[src/rtl/reset_sequencer_pkg.sv]
// Shared definitions for the reset sequencer: FSM state encoding and reset cause codes.
package reset_sequencer_pkg;

    typedef enum logic [1:0] {
        S_WAIT_LOCK = 2'd0,
        S_INIT      = 2'd1,
        S_STAGE     = 2'd2,
        S_RUN       = 2'd3
    } state_t;

    localparam logic [1:0] CAUSE_POR  = 2'b00;
    localparam logic [1:0] CAUSE_LOCK = 2'b01;
    localparam logic [1:0] CAUSE_SW   = 2'b10;

    function automatic int max_int(input int a, input int b);
        return (a > b) ? a : b;
    endfunction

endpackage

[src/rtl/reset_sequencer_lock_filter.sv]
// Counts consecutive pll_locked cycles; lock_ok is a registered level for the sequencer FSM.
module lock_filter #(
    parameter int LOCK_FILTER = 64
) (
    input  logic clk,
    input  logic rst_n,
    input  logic clr,
    input  logic pll_locked,
    output logic lock_ok
);

    localparam int CW = $clog2(LOCK_FILTER + 1);

    logic [CW-1:0] cnt;
    logic [CW-1:0] cnt_next;

    always_comb begin
        cnt_next = cnt;
        if (clr || !pll_locked) begin
            cnt_next = '0;
        end else if (cnt < CW'(LOCK_FILTER)) begin
            cnt_next = cnt + 1'b1;
        end
    end

    // lock_ok flags LOCK_FILTER-1 locked cycles already seen, so the FSM can qualify
    // lock on the very edge that supplies the final consecutive locked sample.
    always_ff @(posedge clk) begin
        if (!rst_n) begin
            cnt     <= '0;
            lock_ok <= 1'b0;
        end else begin
            cnt     <= cnt_next;
            lock_ok <= (cnt_next >= CW'(LOCK_FILTER - 1));
        end
    end

endmodule

[src/rtl/reset_sequencer.sv]
// Power-up reset sequencer: qualifies PLL lock, holds resets, then releases NUM_CH channels in order.
module reset_sequencer #(
    parameter int NUM_CH       = 3,
    parameter int INIT_CYCLES  = 32768,
    parameter int STAGE_CYCLES = 256,
    parameter int LOCK_FILTER  = 64
) (
    input  logic              clk,
    input  logic              rst_n,
    input  logic              pll_locked,
    input  logic              sw_reset_req,
    output logic [NUM_CH-1:0] reset_out,
    output logic              seq_done,
    output logic              lock_lost,
    output logic [1:0]        reset_cause
);
    import reset_sequencer_pkg::*;

    localparam int MAIN_W = $clog2(max_int(INIT_CYCLES, STAGE_CYCLES) + 1);
    localparam int IDX_W  = $clog2(NUM_CH) + 1;
    localparam logic [MAIN_W-1:0] INIT_LAST  = MAIN_W'(INIT_CYCLES - 1);
    localparam logic [MAIN_W-1:0] STAGE_LAST = MAIN_W'(STAGE_CYCLES - 1);
    localparam logic [IDX_W-1:0]  IDX_LAST   = IDX_W'(NUM_CH - 1);

    state_t            state, state_next;
    logic [MAIN_W-1:0] cnt, cnt_next;
    logic [IDX_W-1:0]  idx, idx_next;
    logic [NUM_CH-1:0] rst_q, rst_next;
    logic              done_q, done_next;
    logic              lost_q, lost_next;
    logic [1:0]        cause_q, cause_next;
    logic              filter_clr;
    logic              lock_ok;

    assign filter_clr = (state != S_WAIT_LOCK);

    lock_filter #(.LOCK_FILTER(LOCK_FILTER)) u_lock_filter (
        .clk        (clk),
        .rst_n      (rst_n),
        .clr        (filter_clr),
        .pll_locked (pll_locked),
        .lock_ok    (lock_ok)
    );

    always_comb begin
        state_next = state;
        cnt_next   = cnt;
        idx_next   = idx;
        rst_next   = rst_q;
        done_next  = done_q;
        lost_next  = 1'b0;
        cause_next = cause_q;
        case (state)
            S_WAIT_LOCK: begin
                rst_next  = '1;
                done_next = 1'b0;
                cnt_next  = '0;
                idx_next  = '0;
                if (lock_ok && pll_locked) begin
                    state_next = S_INIT;
                end
            end
            S_INIT, S_STAGE, S_RUN: begin
                if (!pll_locked) begin
                    state_next = S_WAIT_LOCK;
                    rst_next   = '1;
                    done_next  = 1'b0;
                    lost_next  = 1'b1;
                    cause_next = CAUSE_LOCK;
                    cnt_next   = '0;
                    idx_next   = '0;
                end else if (sw_reset_req) begin
                    state_next = S_INIT;
                    rst_next   = '1;
                    done_next  = 1'b0;
                    cause_next = CAUSE_SW;
                    cnt_next   = '0;
                    idx_next   = '0;
                end else if (state == S_INIT) begin
                    if (cnt >= INIT_LAST) begin
                        // Channels release in index order, so a left shift drops the next one.
                        cnt_next = '0;
                        rst_next = rst_q << 1;
                        idx_next = IDX_W'(1);
                        if (NUM_CH == 1) begin
                            state_next = S_RUN;
                            done_next  = 1'b1;
                        end else begin
                            state_next = S_STAGE;
                        end
                    end else begin
                        cnt_next = cnt + 1'b1;
                    end
                end else if (state == S_STAGE) begin
                    if (cnt >= STAGE_LAST) begin
                        cnt_next = '0;
                        rst_next = rst_q << 1;
                        if (idx >= IDX_LAST) begin
                            state_next = S_RUN;
                            done_next  = 1'b1;
                        end else begin
                            idx_next = idx + 1'b1;
                        end
                    end else begin
                        cnt_next = cnt + 1'b1;
                    end
                end else begin
                    rst_next  = '0;
                    done_next = 1'b1;
                end
            end
            default: begin
                state_next = S_WAIT_LOCK;
                rst_next   = '1;
                done_next  = 1'b0;
                cnt_next   = '0;
                idx_next   = '0;
            end
        endcase
    end

    always_ff @(posedge clk) begin
        if (!rst_n) begin
            state   <= S_WAIT_LOCK;
            cnt     <= '0;
            idx     <= '0;
            rst_q   <= '1;
            done_q  <= 1'b0;
            lost_q  <= 1'b0;
            cause_q <= CAUSE_POR;
        end else begin
            state   <= state_next;
            cnt     <= cnt_next;
            idx     <= idx_next;
            rst_q   <= rst_next;
            done_q  <= done_next;
            lost_q  <= lost_next;
            cause_q <= cause_next;
        end
    end

    assign reset_out   = rst_q;
    assign seq_done    = done_q;
    assign lock_lost   = lost_q;
    assign reset_cause = cause_q;

endmodule

[config.mk]
export PLATFORM = sky130hd
export DESIGN_NAME = reset_sequencer
export DESIGN_NICKNAME = d
export VERILOG_FILES = /design/src/rtl/reset_sequencer_pkg.sv /design/src/rtl/reset_sequencer_lock_filter.sv /design/src/rtl/reset_sequencer.sv
export SDC_FILE = /design/constraint.sdc
export NUM_CORES = 1
export LEC_CHECK = 0
export BUFFER_PORTS_ARGS = -buffer_cell sky130_fd_sc_hd__buf_4
export CORE_UTILIZATION = 30
export CTS_CLUSTER_SIZE = 8
export DETAILED_ROUTE_END_ITERATION = 7
export GPL_TIMING_DRIVEN = 1
export PLACE_DENSITY = 0.53
export SYNTH_ARGS = -nofsm -noshare
export SYNTH_HDL_FRONTEND = slang
export SYNTH_SLANG_ARGS = --single-unit
export TNS_END_PERCENT = 5
[constraint.sdc]
create_clock -name clk -period 5.8 [get_ports clk]
set_clock_uncertainty 0.2 [all_clocks]
set_input_delay 0.58 -clock clk [delete_from_list [all_inputs] [get_ports clk]]
set_output_delay 0.58 -clock clk [all_outputs]
set_load 0.01 [all_outputs]
==> run_results.csv <==
group,metric,value,unit
setup_path,cp_common_cell,"nor2_1",
setup_path,crit_type,"reg2reg",
cts,htreeDepth,2,
detailed_routing,wl_per_cell,12.02,um
sta,hold_slack,0.2833,ns
logic_synthesis,synth-simple-area-share,28.84,%
logic_synthesis,syn_area_per_cell,8.516,sq um
logic_synthesis,ys_warn_count,0,
placement,portBuffers,10,
setup_path,crit_slowest_cell,"nor2_1",
power_and_ir_drop,p_leak,0.7085,nW
die,core_area,5921,sq um
setup_path,cp.arrival,2.87,ns
detailed_routing,dr.max_layer_used,"met4",
grt,grt_usage,12.58,%
layout,syn2layout_area_growth,12.19,%
die,design.portCount,11,
cts,cts_resized,0,
sta,rsz0062_at_grt,"false",
logic_synthesis,synth_mux_area_share,1.083,%
cts,cts.sinks,36,
grt,grt_pass1_vias,1347,
setup_path,required,5.82,ns
job,maxCapViolations,0,
die,initial_core_util,31.21,%
logic_synthesis,synth_nets,229,
setup_path,crit_path_start_kind,"flip-flop",
cts,cts_root_buf,"clkbuf_8",
die,die_x,80.49,um
cts,numCtsBuffers,5,
cts,post_cts_buffers,0,
layout,fillCellCount,607,
logic_synthesis,seq_area_frac_synth,39.00,%
detailed_routing,drt_wl_total,3619,um
grt,antenna_found_initial,0,
layout,diodes,0,
layout,multi_input_area,1057,sq um
grt,grt_max_degree,15,
layout,final_cell_area,2073,sq um
detailed_routing,wl_met3,110,um
detailed_routing,drtIter0Drc,57,
logic_synthesis,synthCells,217,
layout,regArea,720.7,sq um
sta,tightest_slew,0.9115,ns
cts,holdBufCountCts,0,
cts,cts.path.max_buffers,2,
placement,gp_congestion,0.7731,
sta,fmax,0.3501,GHz
layout,final_nets,238,
sta,finalHoldViolations,0,
grt,grt_pass1_wl,6251,um
logic_synthesis,synth-adder-area-share,5.416,%
detailed_routing,detail-route-antenna-nets,0,
logic_synthesis,synth.distinct_cells,46,
logic_synthesis,synth_top_family_by_area,"simple AND/OR/NAND/NOR gates",
logic_synthesis,synth_compound_area_share,13.34,%
placement,dpl.cell_count,294,
detailed_routing,drtPass1Iterations,4,
logic_synthesis,synth_xor_area_share,8.531,%
detailed_routing,drt-met1-wl,1921,um
placement,pre_cts_slack,2.951,ns
detailed_routing,routed_via_density,4.890,
setup_path,cp_max_fo,13,
detailed_routing,drc,0,
die,die_h,80.49,um
setup_path,worst_setup_path_end_kind,"flip-flop",
sta,setup_violations,0,
detailed_routing,dr_total_vias,1472,
placement,hpwl,2552,um
power_and_ir_drop,power_density,243.9,nW/um^2
cts,cts_tree,"done",
sta,slew_viol_final,0,
setup_path,cp_slowest_stage_delay,0.57,ns
logic_synthesis,syn-cell-area,1848,sq um
layout,drive_gt1_share,10.18,%
logic_synthesis,ys_ff_latch,36,
layout,finalNonFillerCells,301,
grt,grt_overflow_total,0,
sta,setup_ws,2.944,ns
run_status,outcome,"completed",
detailed_routing,wl_met2,1517,um
sta,fin_crit,2.856,ns
die,rows,28,
cts,clk_latency,0.29,ns
placement,placed_area,1977,sq um
power_and_ir_drop,peakVddDrop,0.00009877,V
die,die_area,6478,sq um
cts,cts.reportedPaths.clkPinSlew,0.07,ns
min_path,hold_path.class,"reg2reg",
sta,relSlewSlack,38.82,%
sta,finalCritPeriodShare,49.24,%
setup_path,cp_cell_sequence,"inv_1, ha_1, nor3b_1, nand3b_1, nor2_1, o21ai_1, nor2_1",
sta,fin_tns_setup,0,ns
==> critical path: cells and delay by family, from the launching register on <==
family	cells	cell delay, ns
compound gates	1	0.49
fa+ha+maj	1	0.35
buf+inv	1	0.09
flops	1	0.38
simple gates	4	1.27
==> metal layers <==
layer,track usage (%),vias up
li1,-,778
met1,17.66,669
met2,17.97,17
met3,2.500,8
met4,6.250,0
met5,0,-
==> cell type report <==
class                   instances  share of cell area [%]
multi-input cells             165                   51.00
flip-flops and latches         36                   34.76
inverters                       8                   1.448
repair buffers                 10                   3.621
clock buffers                   7                   4.647
well taps                      75                   4.526
==> per-stage QoR <==
stage	util, %	total power, mW
6_report	35.02	0.5056
5_1_grt	35.02	0.5331
4_1_cts	35.02	0.5156
3_5_place_dp	33.39	0.3183
3_3_place_gp	33.39	0.3180
2_1_floorplan	-	0.3037
==> power by group <==
| group | switching (mW) | leakage [nW] | internal, mW | total, mW |
|---|---|---|---|---|
| sequential | 0.00452 | 0.291 | 0.252 | 0.257 |
| clock | 0.0883 | 0.0503 | 0.106 | 0.194 |
| combinational | 0.0326 | 0.368 | 0.0220 | 0.0546 |
==> placed cells by master (no fill, tap or decap), types with 4 or more instances in the layout <==
master,instances
o21ai_0,12
nand3_1,13
nand2_1,14
ha_1,8
a21oi_1,8
clkbuf_8,7
inv_1,8
buf_4,10
nor2_1,34
xnor2_1,10
xor2_1,8
dfxtp_1,36
nor4_1,4
==> synth_stat cells (all sizes together) <==
master	number	area, sq um
a211oi	1	12.51
a21boi	4	30.03
a21oi	8	40.04
a22oi	1	7.510
a31o	1	8.760
a31oi	2	12.51
and2	3	18.77
and3	3	18.77
and4	2	17.52
buf	6	32.53
clkbuf	2	7.510
dfxtp	36	720.7
ha	8	100.1
inv	8	30.03
mux2i	2	20.02
nand2	14	52.55
nand2b	1	6.260
nand3	13	65.06
nand3b	3	22.52
nand4	4	31.28
nor2	34	127.6
nor2b	2	12.51
nor3	3	15.01
nor3b	3	22.52
nor4	5	37.53
nor4b	2	32.53
o211a	1	10.01
o211ai	2	15.01
o21ai	13	65.06
o221a	2	22.52
o22ai	1	6.260
o31ai	1	7.510
o32ai	1	8.760
or2	1	6.260
or3	3	18.77
or4	1	7.510
or4b	2	20.02
xnor2	10	87.58
xor2	8	70.07
==> flip-flops by register name, summed over array words and instances, names as in the netlist <==
name and cells:
cnt 16, idx 3, lock_lost 1, reset_cause 2
reset_out 3, seq_done 1, state 2, u_lock_filter.cnt 7
u_lock_filter.lock_ok 1
==> worst paths after layout <==
| check | start | end | slack, ns | depth (start not counted) |
|---|---|---|---|---|
| max | state[0] | cnt[15] | 2.94 | 7 |
| min | idx[2] | idx[2] | 0.28 | 2 |
| max reg2reg | state[0] | cnt[15] | 2.94 | 7 |
| min reg2reg | idx[2] | idx[2] | 0.28 | 2 |
==> cell families (layout without fill, tap and decap cells) <==
logic type / count (synthesis) / count (layout)
and+or+nand+nor: 99 / 99
AOI/OAI and AO/OA: 38 / 38
DFF: 36 / 36
xor gates and xnor gates: 18 / 18
buffers and inverters: 16 / 25
adders and majority gates: 8 / 8
muxes: 2 / 2
Note: power is estimated with default switching activity, not from simulation.
